### src/rtl/vframer.sv
// vframer: bit-serial frame synchroniser for a Viterbi decoder output stream.
// Hunts for SYNC_WORD, verifies LOCK_CNT consecutive frames, then emits payload
// bytes while locked. A missed sync is tolerated up to LOSS_CNT-1 frames in a row.
// Optional decoder error counter on err_count: define VFRAMER_ERRCNT_EN.
module vframer #(
    parameter logic [7:0]  SYNC_WORD     = 8'hA5,
    parameter int unsigned PAYLOAD_BYTES = 4,
    parameter int unsigned LOCK_CNT      = 2,
    parameter int unsigned LOSS_CNT      = 3
) (
    input  logic       Clock,
    input  logic       reset,
    input  logic       in_valid,
    input  logic       decoded,
    input  logic       error,
    output logic [7:0] byte_out,
    output logic       byte_valid,
    output logic       byte_err,
    output logic       frame_start,
    output logic       locked,
    output logic [7:0] err_count
);

    localparam int unsigned FRAME_BITS = (PAYLOAD_BYTES + 1) * 8;
    localparam int unsigned PAY_BITS   = PAYLOAD_BYTES * 8;
    localparam int unsigned POS_W      = 11;
    localparam int unsigned CNT_W      = 4;
    localparam int unsigned FILL_W     = 4;

    typedef enum logic [1:0] {
        HUNT   = 2'd0,
        VERIFY = 2'd1,
        LOCKED = 2'd2
    } state_t;

    state_t              state, state_nx;
    logic [7:0]          win, win_nx;
    logic [FILL_W-1:0]   fill, fill_nx;
    logic [POS_W-1:0]    pos, pos_nx;
    logic [CNT_W-1:0]    good, good_nx, good_inc;
    logic [CNT_W-1:0]    miss, miss_nx, miss_inc;
    logic                acc, acc_nx;

    logic [7:0]          shifted;
    logic                sync_hit;
    logic                frame_end;
    logic                byte_end;

    logic [7:0]          byte_out_nx;
    logic                byte_valid_nx;
    logic                byte_err_nx;
    logic                frame_start_nx;
    logic                locked_nx;

    // Window after shifting in the current bit, and frame position decodes
    assign shifted   = {win[6:0], decoded};
    assign sync_hit  = (shifted == SYNC_WORD);
    assign frame_end = (pos == POS_W'(FRAME_BITS - 1));
    assign byte_end  = (pos[2:0] == 3'd7) && (pos < POS_W'(PAY_BITS));
    assign good_inc  = good + CNT_W'(1);
    assign miss_inc  = miss + CNT_W'(1);

    // State register and framing datapath registers
    always_ff @(posedge Clock) begin
        if (reset) begin
            state <= HUNT;
            win   <= '0;
            fill  <= '0;
            pos   <= '0;
            good  <= '0;
            miss  <= '0;
            acc   <= 1'b0;
        end else begin
            state <= state_nx;
            win   <= win_nx;
            fill  <= fill_nx;
            pos   <= pos_nx;
            good  <= good_nx;
            miss  <= miss_nx;
            acc   <= acc_nx;
        end
    end

    // Next-state and counter update; everything holds when in_valid is low
    always_comb begin
        state_nx = state;
        win_nx   = win;
        fill_nx  = fill;
        pos_nx   = pos;
        good_nx  = good;
        miss_nx  = miss;
        acc_nx   = acc;
        if (in_valid) begin
            win_nx = shifted;
            case (state)
                HUNT: begin
                    fill_nx = (fill == FILL_W'(8)) ? fill : fill + FILL_W'(1);
                    if ((fill >= FILL_W'(7)) && sync_hit) begin
                        state_nx = VERIFY;
                        good_nx  = CNT_W'(1);
                        miss_nx  = '0;
                        pos_nx   = '0;
                        acc_nx   = 1'b0;
                    end
                end
                VERIFY, LOCKED: begin
                    pos_nx = frame_end ? '0 : pos + POS_W'(1);
                    acc_nx = (pos[2:0] == 3'd7) ? 1'b0 : (acc | error);
                    if (frame_end) begin
                        if (state == VERIFY) begin
                            if (sync_hit) begin
                                good_nx = good_inc;
                                if (good_inc >= CNT_W'(LOCK_CNT)) begin
                                    state_nx = LOCKED;
                                    miss_nx  = '0;
                                end
                            end else begin
                                state_nx = HUNT;
                                fill_nx  = '0;
                                good_nx  = '0;
                            end
                        end else begin
                            if (sync_hit) begin
                                miss_nx = '0;
                            end else if (miss_inc >= CNT_W'(LOSS_CNT)) begin
                                state_nx = HUNT;
                                fill_nx  = '0;
                                good_nx  = '0;
                                miss_nx  = '0;
                            end else begin
                                miss_nx = miss_inc;
                            end
                        end
                    end
                end
                default: state_nx = HUNT;
            endcase
        end
    end

    // Output decode: byte and frame strobes only while already locked
    always_comb begin
        byte_out_nx    = byte_out;
        byte_err_nx    = byte_err;
        byte_valid_nx  = 1'b0;
        frame_start_nx = 1'b0;
        locked_nx      = (state_nx == LOCKED);
        if (in_valid && (state == LOCKED)) begin
            if (byte_end) begin
                byte_valid_nx = 1'b1;
                byte_out_nx   = shifted;
                byte_err_nx   = acc | error;
            end
            if (frame_end && sync_hit) begin
                frame_start_nx = 1'b1;
            end
        end
    end

    // Output registers
    always_ff @(posedge Clock) begin
        if (reset) begin
            byte_out    <= '0;
            byte_valid  <= 1'b0;
            byte_err    <= 1'b0;
            frame_start <= 1'b0;
            locked      <= 1'b0;
        end else begin
            byte_out    <= byte_out_nx;
            byte_valid  <= byte_valid_nx;
            byte_err    <= byte_err_nx;
            frame_start <= frame_start_nx;
            locked      <= locked_nx;
        end
    end

`ifdef VFRAMER_ERRCNT_EN
    logic [7:0] err_cnt_q;

    // Saturating count of errored valid bits, independent of framing state
    always_ff @(posedge Clock) begin
        if (reset) begin
            err_cnt_q <= '0;
        end else if (in_valid && error && (err_cnt_q != 8'hFF)) begin
            err_cnt_q <= err_cnt_q + 8'd1;
        end
    end

    assign err_count = err_cnt_q;
`else
    assign err_count = 8'd0;
`endif

endmodule

### config.mk
export PLATFORM = sky130hd
export DESIGN_NAME = vframer
export DESIGN_NICKNAME = d
export VERILOG_FILES = /design/src/rtl/vframer.sv
export SDC_FILE = /design/constraint.sdc
export NUM_CORES = 1
export LEC_CHECK = 0
export CAP_MARGIN = 20
export CORE_MARGIN = 10
export CORE_UTILIZATION = 50
export DETAILED_ROUTE_END_ITERATION = 16
export HOLD_SLACK_MARGIN = 0.03
export PLACE_DENSITY = 0.84
export SETUP_SLACK_MARGIN = 0.1
export SLEW_MARGIN = 10
export SYNTH_ARGS = -nofsm -noshare
export SYNTH_HDL_FRONTEND = slang
export SYNTH_SLANG_ARGS = --single-unit
### constraint.sdc
create_clock -name Clock -period 2.91 [get_ports Clock]
set_input_delay 0.291 -clock Clock [delete_from_list [all_inputs] [get_ports Clock]]
set_output_delay 0.291 -clock Clock [all_outputs]
set_load 0.01 [all_outputs]
==> impl_metrics.tcl, run 1 <==
set metrics [dict create \
    drt_pass1_iterations 4 \
    ir_drop_mv 0.271 \
    port_buffers 16 \
    place_ws_ns 0.561 \
    startpoint_type "flip-flop" \
    fp.dieW_um 90.1 \
    drtAntennaViolNets 0 \
    fin_skew_ns 0.00892 \
    pwr-share-seq 0.535 \
    avgRoutedWirePerCell_um 15.1 \
    viasPerCell 5.76 \
    grt_pass1_vias 2028 \
    swShare 0.214 \
    vias 2079 \
    drive_gt1_frac 0.0782 \
    num_antenna_cells 0 \
    htreeDepth 2 \
    gr-usage-met3 0.0524 \
    ys_types 58 \
    wl_um 5440 \
    holdWs_ns 0.499 \
    drt_iter0_markers 158 \
    crit_type "reg -> reg" \
    yosys_warnings 0 \
    setup_ws_ns 0.540 \
    busiest_layer "met2" \
    synthFlopType "dfxtp_1" \
    cts_resized 0 \
    power.leakage_uw 0.000970 \
    ys_seq_area_frac 0.367 \
    syn_inst 278 \
    finalCriticalPeriod_ns 2.37 \
    status "completed" \
    drv_slew 0 \
    switching_power_uw 249 \
    die_area_mm2 0.00812 \
    cts_sinks 45 \
    fmax_mhz 422 \
    grt_start_max_net_pins 23 \
    io_pins 25 \
    root_buffer "clkbuf_8" \
    drc 0 \
    setup_viol 0 \
    cts_made_buffers 5 \
    clk_path_buf_depth 2 \
    final_nets 310 \
    hp-class "reg -> reg" \
    critical_path_arrival_ns 2.58 \
    area_delta_synth_final_pct 12.0 \
    cp_max_fo 7 \
    finalHoldViolCount 0 \
    relSlewSlack 0.441 \
    grt_overflow 0 \
    fillers 430 \
    die_h_um 90.1 \
    grtUsageTotal 0.133 \
    gp_congestion 0.904 \
    rsz0062_at_grt "false" \
    ys_ff_latch 45 \
    rows 25 \
    setup_tns_ns 0 \
    met2_usage 0.203 \
    cp.required_ns 3.12 \
    dp_hpwl_um 3970 \
    avgSynthCellArea_um2 8.84 \
    clockPowerShare 0.422 \
    core_mm2 0.00475 \
    p_int_uw 916 \
    clk_latency_ns 0.30 \
    fin_crit_sh 0.814 \
    cp_slowest_stage_delay_ns 0.67 \
    antenna_found_initial 0 \
    synth-edff-count 0 \
    cts_tree "built" \
    tightest_slew_ns 0.835 \
    drv_cap 0 \
    post_cts_buffers 0 \
    cp-end-kind "flip-flop" \
    grt_pass1_wl_um 9320 \
    cpMaxStageDelayCell "or4_1" \
    p_comb_frac 0.043 \
    cts.clk_slew.worst_paths_ns 0.08 \
    grt_use_met1 0.160 \
    initial_utilization 0.517 \
    power.density_mw_per_mm2 423 \
    path_cells "or4_4 > or4_1 > o21ai_4 > nand3_2 > o41ai_2" \
    ctsHoldBuffers 0 \
    async_flop_share 0 \
    netlist_area_mm2 0.00246 \
]
worst max-delay path: cells and delay by family, from the launching register on:
family | cells | cell delay (ns)
compound gates | 2 | 0.58
simple gates | 3 | 1.35
flops | 1 | 0.34
stage by stage:
stage               instance area (µm²)  instances  total power (µW)  utilization
floorplan                          2480        285               678            -
global placement                   2640        353               686        0.554
detailed placement                 2640        353               686        0.554
CTS                                2750        361              1170        0.579
global route                       2750        361              1200        0.579
finish                             2750        361              1170        0.579
layout make-up:
type | count | area (µm²) | area share
clock buffer | 7 | 86.3 | 0.0314
clock inverter | 1 | 30.0 | 0.0109
inverter | 12 | 45.0 | 0.0164
multi-input combinational | 208 | 1410 | 0.512
sequential | 45 | 901 | 0.327
tap | 67 | 83.8 | 0.0305
timing repair buffer | 21 | 198 | 0.0718
placed cells by master (no fill, tap or decap), types with 7 or more instances in the layout:
cell and count:
clkdlybuf4s50_1 16, nor4_1 8, nor2_1 34, nand2_1 9, nor3_1 8, a31oi_1 8, dfxtp_1 45, nand3_1 10
ha_1 12, o21ai_0 7, nand4_1 10, conb_1 8, a21oi_1 13, inv_1 11, mux2i_1 15
synth_stat cells, drive strengths merged (7+ instances only):
master | count | area, µm²
nand3 | 11 | 60.1
nor2 | 34 | 128
buf | 13 | 97.6
a21oi | 13 | 65.1
clkbuf | 7 | 31.3
nor4 | 8 | 50.1
dfxtp | 45 | 901
ha | 12 | 150
nand4 | 10 | 62.6
nand2 | 9 | 33.8
inv | 11 | 41.3
mux2i | 15 | 150
nor3 | 8 | 40.0
o21ai | 8 | 51.3
a31oi | 8 | 50.1
sequential cells by signal, summed over array words and instances (netlist names):
name	cells
acc	1
byte_err	1
byte_out	8
byte_valid	1
fill	4
frame_start	1
good	4
locked	1
miss	4
pos	11
state	2
win	7
layer usage:
metal | routed length, µm | vias to the layer above
met2 | 2470 | 60
met5 | 0 | -
met3 | 470 | 10
li1 | - | 1030
met4 | 75 | 0
met1 | 2420 | 979
logic make-up (layout without fill, tap and decap cells):
kind of cell    after synthesis  after routing  synth area share
simple gates                111            111             0.253
compound gates               52             52             0.151
flops                        45             45             0.367
buf+inv                      32             41            0.0708
mux                          15             15            0.0611
fa+ha+maj                    12             12            0.0611
xor+xnor                     10             10            0.0356
other cells                   1              8           0.00153
worst paths after layout:
kind / start / endpoint / slack, ns / depth (start not counted)
setup / recovery: pos[7]$_SDFFE_PP0P_ / good[1]$_SDFFE_PP0P_ / 0.54 / 5
hold / removal: byte_out[7]$_SDFFE_PP0P_ / byte_out[7]$_SDFFE_PP0P_ / 0.50 / 2
setup reg to reg: pos[7]$_SDFFE_PP0P_ / good[1]$_SDFFE_PP0P_ / 0.54 / 5
hold reg to reg: byte_out[7]$_SDFFE_PP0P_ / byte_out[7]$_SDFFE_PP0P_ / 0.50 / 2
power by group through the flow:
stage               Combinational [µW]  Sequential (µW)  Clock, µW
floorplan                         41.6              636          0
global placement                  48.1              637          0
detailed placement                48.8              638          0
CTS                               49.3              623        500
global route                      54.8              624        523
finish                            49.9              623        492
No activity file was read; power rests on OpenSTA's default activity.
==> run 2: changes to the inputs <==
clock period = 2.5 ns   (was 2.91 ns; I/O delays follow)
==> impl_metrics.tcl, run 2 (same netlist as run 1, synthesis figures left out) <==
set metrics [dict create \
    dp_hpwl_um 4050 \
    cts.clk_slew.worst_paths_ns 0.08 \
    port_buffers 16 \
    cp_max_fo 7 \
    busiest_layer "met2" \
    drt_pass1_iterations 4 \
    power.leakage_uw 0.000987 \
    largest_reg_flops 11 \
    clk_latency_ns 0.30 \
    drive_gt1_frac 0.107 \
    rsz0062_at_grt "false" \
    avgRoutedWirePerCell_um 15.0 \
    holdWs_ns 0.503 \
    met2_usage 0.204 \
    vias 2087 \
    fmax_mhz 451 \
    drt_iter0_markers 231 \
    top_register "pos" \
    layout_commonest_cell "dfxtp_1" \
    setup_tns_ns 0 \
    grt_overflow 0 \
    place_ws_ns 0.182 \
    drtAntennaViolNets 0 \
    root_buffer "clkbuf_8" \
    cts_made_buffers 5 \
    area_delta_synth_final_pct 13.1 \
    cp-end-kind "flip-flop" \
    antenna_found_initial 0 \
    final_cell_mix "dfxtp_1, nor2_1, clkdlybuf4s50_1" \
    ir_drop_mv 0.461 \
    initial_utilization 0.517 \
    grt_use_met1 0.169 \
    wl_um 5520 \
    die_h_um 90.1 \
    critical_path_arrival_ns 2.43 \
    core_mm2 0.00475 \
    setup_viol 0 \
    rows 25 \
    r2r_setup_slack_ns 0.28 \
    finalCriticalPeriod_ns 2.22 \
    drv_cap 0 \
    hp-class "reg -> reg" \
    cp.required_ns 2.72 \
    grtUsageTotal 0.134 \
    finalHoldViolCount 0 \
    setup_ws_ns 0.283 \
    startpoint_type "flip-flop" \
    grt_pass1_vias 1970 \
    drv_slew 0 \
    grt_pass1_wl_um 9320 \
    gr-usage-met3 0.0515 \
    reg2regPathDepth 5 \
    power.density_mw_per_mm2 443 \
    htreeDepth 2 \
    tightest_slew_ns 0.625 \
    reg_top3 "pos (11), byte_out (8), win (7)" \
    clk_path_buf_depth 2 \
    fp.dieW_um 90.1 \
    post_cts_buffers 0 \
    grt_start_max_net_pins 19 \
    status "completed" \
    relSlewSlack 0.582 \
    num_antenna_cells 0 \
    cts_sinks 45 \
    cp-startpoint "pos[7]$_SDFFE_PP0P_" \
    fin_crit_sh 0.887 \
    cts_tree "built" \
    drc 0 \
    io_pins 25 \
    gp_congestion 0.911 \
    fin_skew_ns 0.00577 \
    rr_endpoint "good[1]$_SDFFE_PP0P_" \
    viasPerCell 5.69 \
    reg2reg_from "pos[7]$_SDFFE_PP0P_" \
    crit_path_end "good[1]$_SDFFE_PP0P_" \
    final_nets 316 \
    die_area_mm2 0.00812 \
    crit_type "reg -> reg" \
]
run 2: changes by cell type in the layout (fill, tap and decap cells not counted):
cell / delta
clkinv_2: +2
clkinvlp_4: +1
o41ai_1: -1
clkbuf_8: -1
or4_1: -1
clkbuf_1: -1
o41ai_2: +1
bufinv_16: -1
buf_4: +6
or4_4: +1
run 2: layout make-up:
class / instances / area (µm²)
fill: 444 / 1980
multi-input combinational: 208 / 1420
sequential: 45 / 901
timing repair buffer: 27 / 243
tap: 67 / 83.8
clock buffer: 5 / 68.8
inverter: 12 / 45.0
clock inverter: 3 / 17.5
run 2: worst min-delay path by stage:
stage,cells past startpoint,end,from
after floorplan,1,state[1]$_SDFF_PP0_,reset
after global placement,2,byte_out[7]$_SDFFE_PP0P_,byte_out[7]$_SDFFE_PP0P_
after detailed placement,2,byte_out[7]$_SDFFE_PP0P_,byte_out[7]$_SDFFE_PP0P_
after CTS,1,miss[3]$_SDFFE_PP0P_,miss[3]$_SDFFE_PP0P_
after global routing,1,miss[3]$_SDFFE_PP0P_,miss[3]$_SDFFE_PP0P_
final,2,byte_out[4]$_SDFFE_PP0P_,byte_out[4]$_SDFFE_PP0P_
run 2: metal layers:
metal,part of all wire,routed length [µm],vias up
li1,-,-,1039
met3,0.090,499,7
met2,0.44,2430,68
met1,0.45,2500,973
met4,0.016,91,0
met5,0,0,-
run 2: through the flow:
step / utilization / power, µW / std cells / area [µm²]
final: 0.584 / 1230 / 367 / 2780
after global routing: 0.584 / 1280 / 367 / 2780
after floorplan: - / 789 / 285 / 2480
after CTS: 0.582 / 1240 / 367 / 2770
after detailed placement: 0.564 / 802 / 359 / 2680
after global placement: 0.564 / 802 / 359 / 2680
run 2: critical path, stage by stage (launching register included):
cell and delay, ns:
dfxtp_1 0.34, or4_4 0.56, or4_4 0.58, o21ai_4 0.26, nand3_2 0.12, o41ai_2 0.27
run 2: where the power goes:
| part | switching [µW] | internal [µW] |
|---|---|---|
| clock network | 250 | 193 |
| logic | 39.8 | 22.5 |
| registers | 4.84 | 720 |
| total | 295 | 936 |
run 2: repair_timing:
action | in CTS | in global routing
gates resized for setup | 0 | 2
endpoints found under the setup margin | 0 | 4
hold buffers | 0 | 0
==> run 3: changes to the inputs <==
CORE_MARGIN = 3   (was 10)
REMOVE_ABC_BUFFERS = 1   (was not set)
TNS_END_PERCENT = 10   (was not set)
==> impl_metrics.tcl, run 3 (same netlist as run 1, synthesis figures left out) <==
set metrics [dict create \
    drt_pass1_iterations 5 \
    reg2reg_from "pos[7]$_SDFFE_PP0P_" \
    die_area_mm2 0.00579 \
    avgRoutedWirePerCell_um 14.6 \
    drc 0 \
    hp-class "reg -> reg" \
    num_antenna_cells 0 \
    initial_utilization 0.542 \
    power.density_mw_per_mm2 439 \
    relSlewSlack 0.644 \
    gp_congestion 0.887 \
    wl_um 5410 \
    drv_cap 0 \
    cp-end-kind "flip-flop" \
    clk_latency_ns 0.30 \
    final_cell_mix "dfxtp_1, nor2_1, clkdlybuf4s50_1, buf_4, mux2i_1" \
    cts.clk_slew.worst_paths_ns 0.08 \
    grt_start_max_net_pins 15 \
    drt_iter0_markers 210 \
    rsz0062_at_grt "false" \
    ctsHoldBuffers 0 \
    finalHoldViolCount 0 \
    grt_pass1_vias 1970 \
    clk_path_buf_depth 2 \
    power.leakage_uw 0.00101 \
    die_h_um 76.1 \
    drtAntennaViolNets 0 \
    core_mm2 0.00453 \
    vias 2144 \
    crit_type "reg -> reg" \
    dp_hpwl_um 4040 \
    final_nets 321 \
    cp.required_ns 2.70 \
    holdWs_ns 0.500 \
    fin_crit_sh 0.908 \
    fp.dieW_um 76.1 \
    reg_top3 "pos (11), byte_out (8), win (7)" \
    root_buffer "clkbuf_8" \
    top_register "pos" \
    finalCriticalPeriod_ns 2.27 \
    post_cts_buffers 0 \
    layout_commonest_cell "dfxtp_1" \
    startpoint_type "flip-flop" \
    regArea_um2 901 \
    cp-startpoint "pos[7]$_SDFFE_PP0P_" \
    setup_viol 0 \
    htreeDepth 2 \
    area_delta_synth_final_pct 14.2 \
    multi_input_area_mm2 0.00141 \
    rows 24 \
    min-delay-start "pos[1]$_SDFFE_PP0P_" \
    setup_tns_ns 0 \
    status "completed" \
    drive_gt1_frac 0.118 \
    cts_sinks 45 \
    antenna_found_initial 0 \
    cts_made_buffers 5 \
    cp_max_fo 7 \
    grtUsageTotal 0.192 \
    fin_skew_ns 0.00234 \
    critical_path_arrival_ns 2.48 \
    viasPerCell 5.79 \
    fmax_mhz 440 \
    cts_resized 1 \
    tightest_slew_ns 0.530 \
    port_buffers 16 \
    cts_tree "built" \
    fillers 391 \
    io_pins 25 \
    grt_overflow 0 \
    drv_slew 0 \
    ir_drop_mv 0.289 \
    largest_reg_flops 11 \
    grt_pass1_wl_um 9150 \
]
run 3: cell types whose count changed in the layout (fill, tap and decap cells not counted):
| cell | change |
|---|---|
| buf_4 | +5 |
| o41ai_1 | +1 |
| o41ai_2 | -1 |
run 3: where the power goes:
part           internal (µW)  switching [µW]  total [µW]
Clock                    193             251         444
Combinational           23.5            38.9        62.4
Sequential               720            4.92         725
run 3: path summary, 6_finish.rpt:
| kind | to | slack [ns] | cells after the start |
|---|---|---|---|
| max | good[1]$_SDFFE_PP0P_ | 0.23 | 5 |
| min | pos[1]$_SDFFE_PP0P_ | 0.50 | 2 |
| max reg2reg | good[1]$_SDFFE_PP0P_ | 0.23 | 5 |
| min reg2reg | pos[1]$_SDFFE_PP0P_ | 0.50 | 2 |
run 3: worst max-delay path: stages (launching register included):
cell     delay, ns
dfxtp_1       0.34
or4_4         0.56
or4_4         0.58
o21ai_4       0.26
nand3_2       0.13
o41ai_2       0.30
run 3: layer usage:
metal / up-vias / share of wire / track usage
met1: 994 / 0.46 / 0.247
met2: 79 / 0.45 / 0.296
met3: 17 / 0.063 / 0.0556
met4: 0 / 0.025 / 0.0888
met5: - / 0 / 0
li1: 1054 / - / -
run 3: final cells by class:
cell class / count / share of cell area
clock buffers: 5 / 0.0245
clock inverters: 3 / 0.00624
inverters: 12 / 0.0160
multi-input cells: 208 / 0.503
flip-flops and latches: 45 / 0.321
well taps: 65 / 0.0290
repair buffers: 32 / 0.0999
run 3: metrics by stage:
step	power, µW	setup WS, ns	std cells	util	instance area, µm²
CTS	1250	0.230	370	0.619	2810
detailed placement	804	0.110	362	0.599	2720
global placement	802	0.211	362	0.599	2720
global route	1290	0.138	370	0.619	2810
floorplan	768	0.245	265	-	2350
finish	1230	0.229	370	0.619	2810
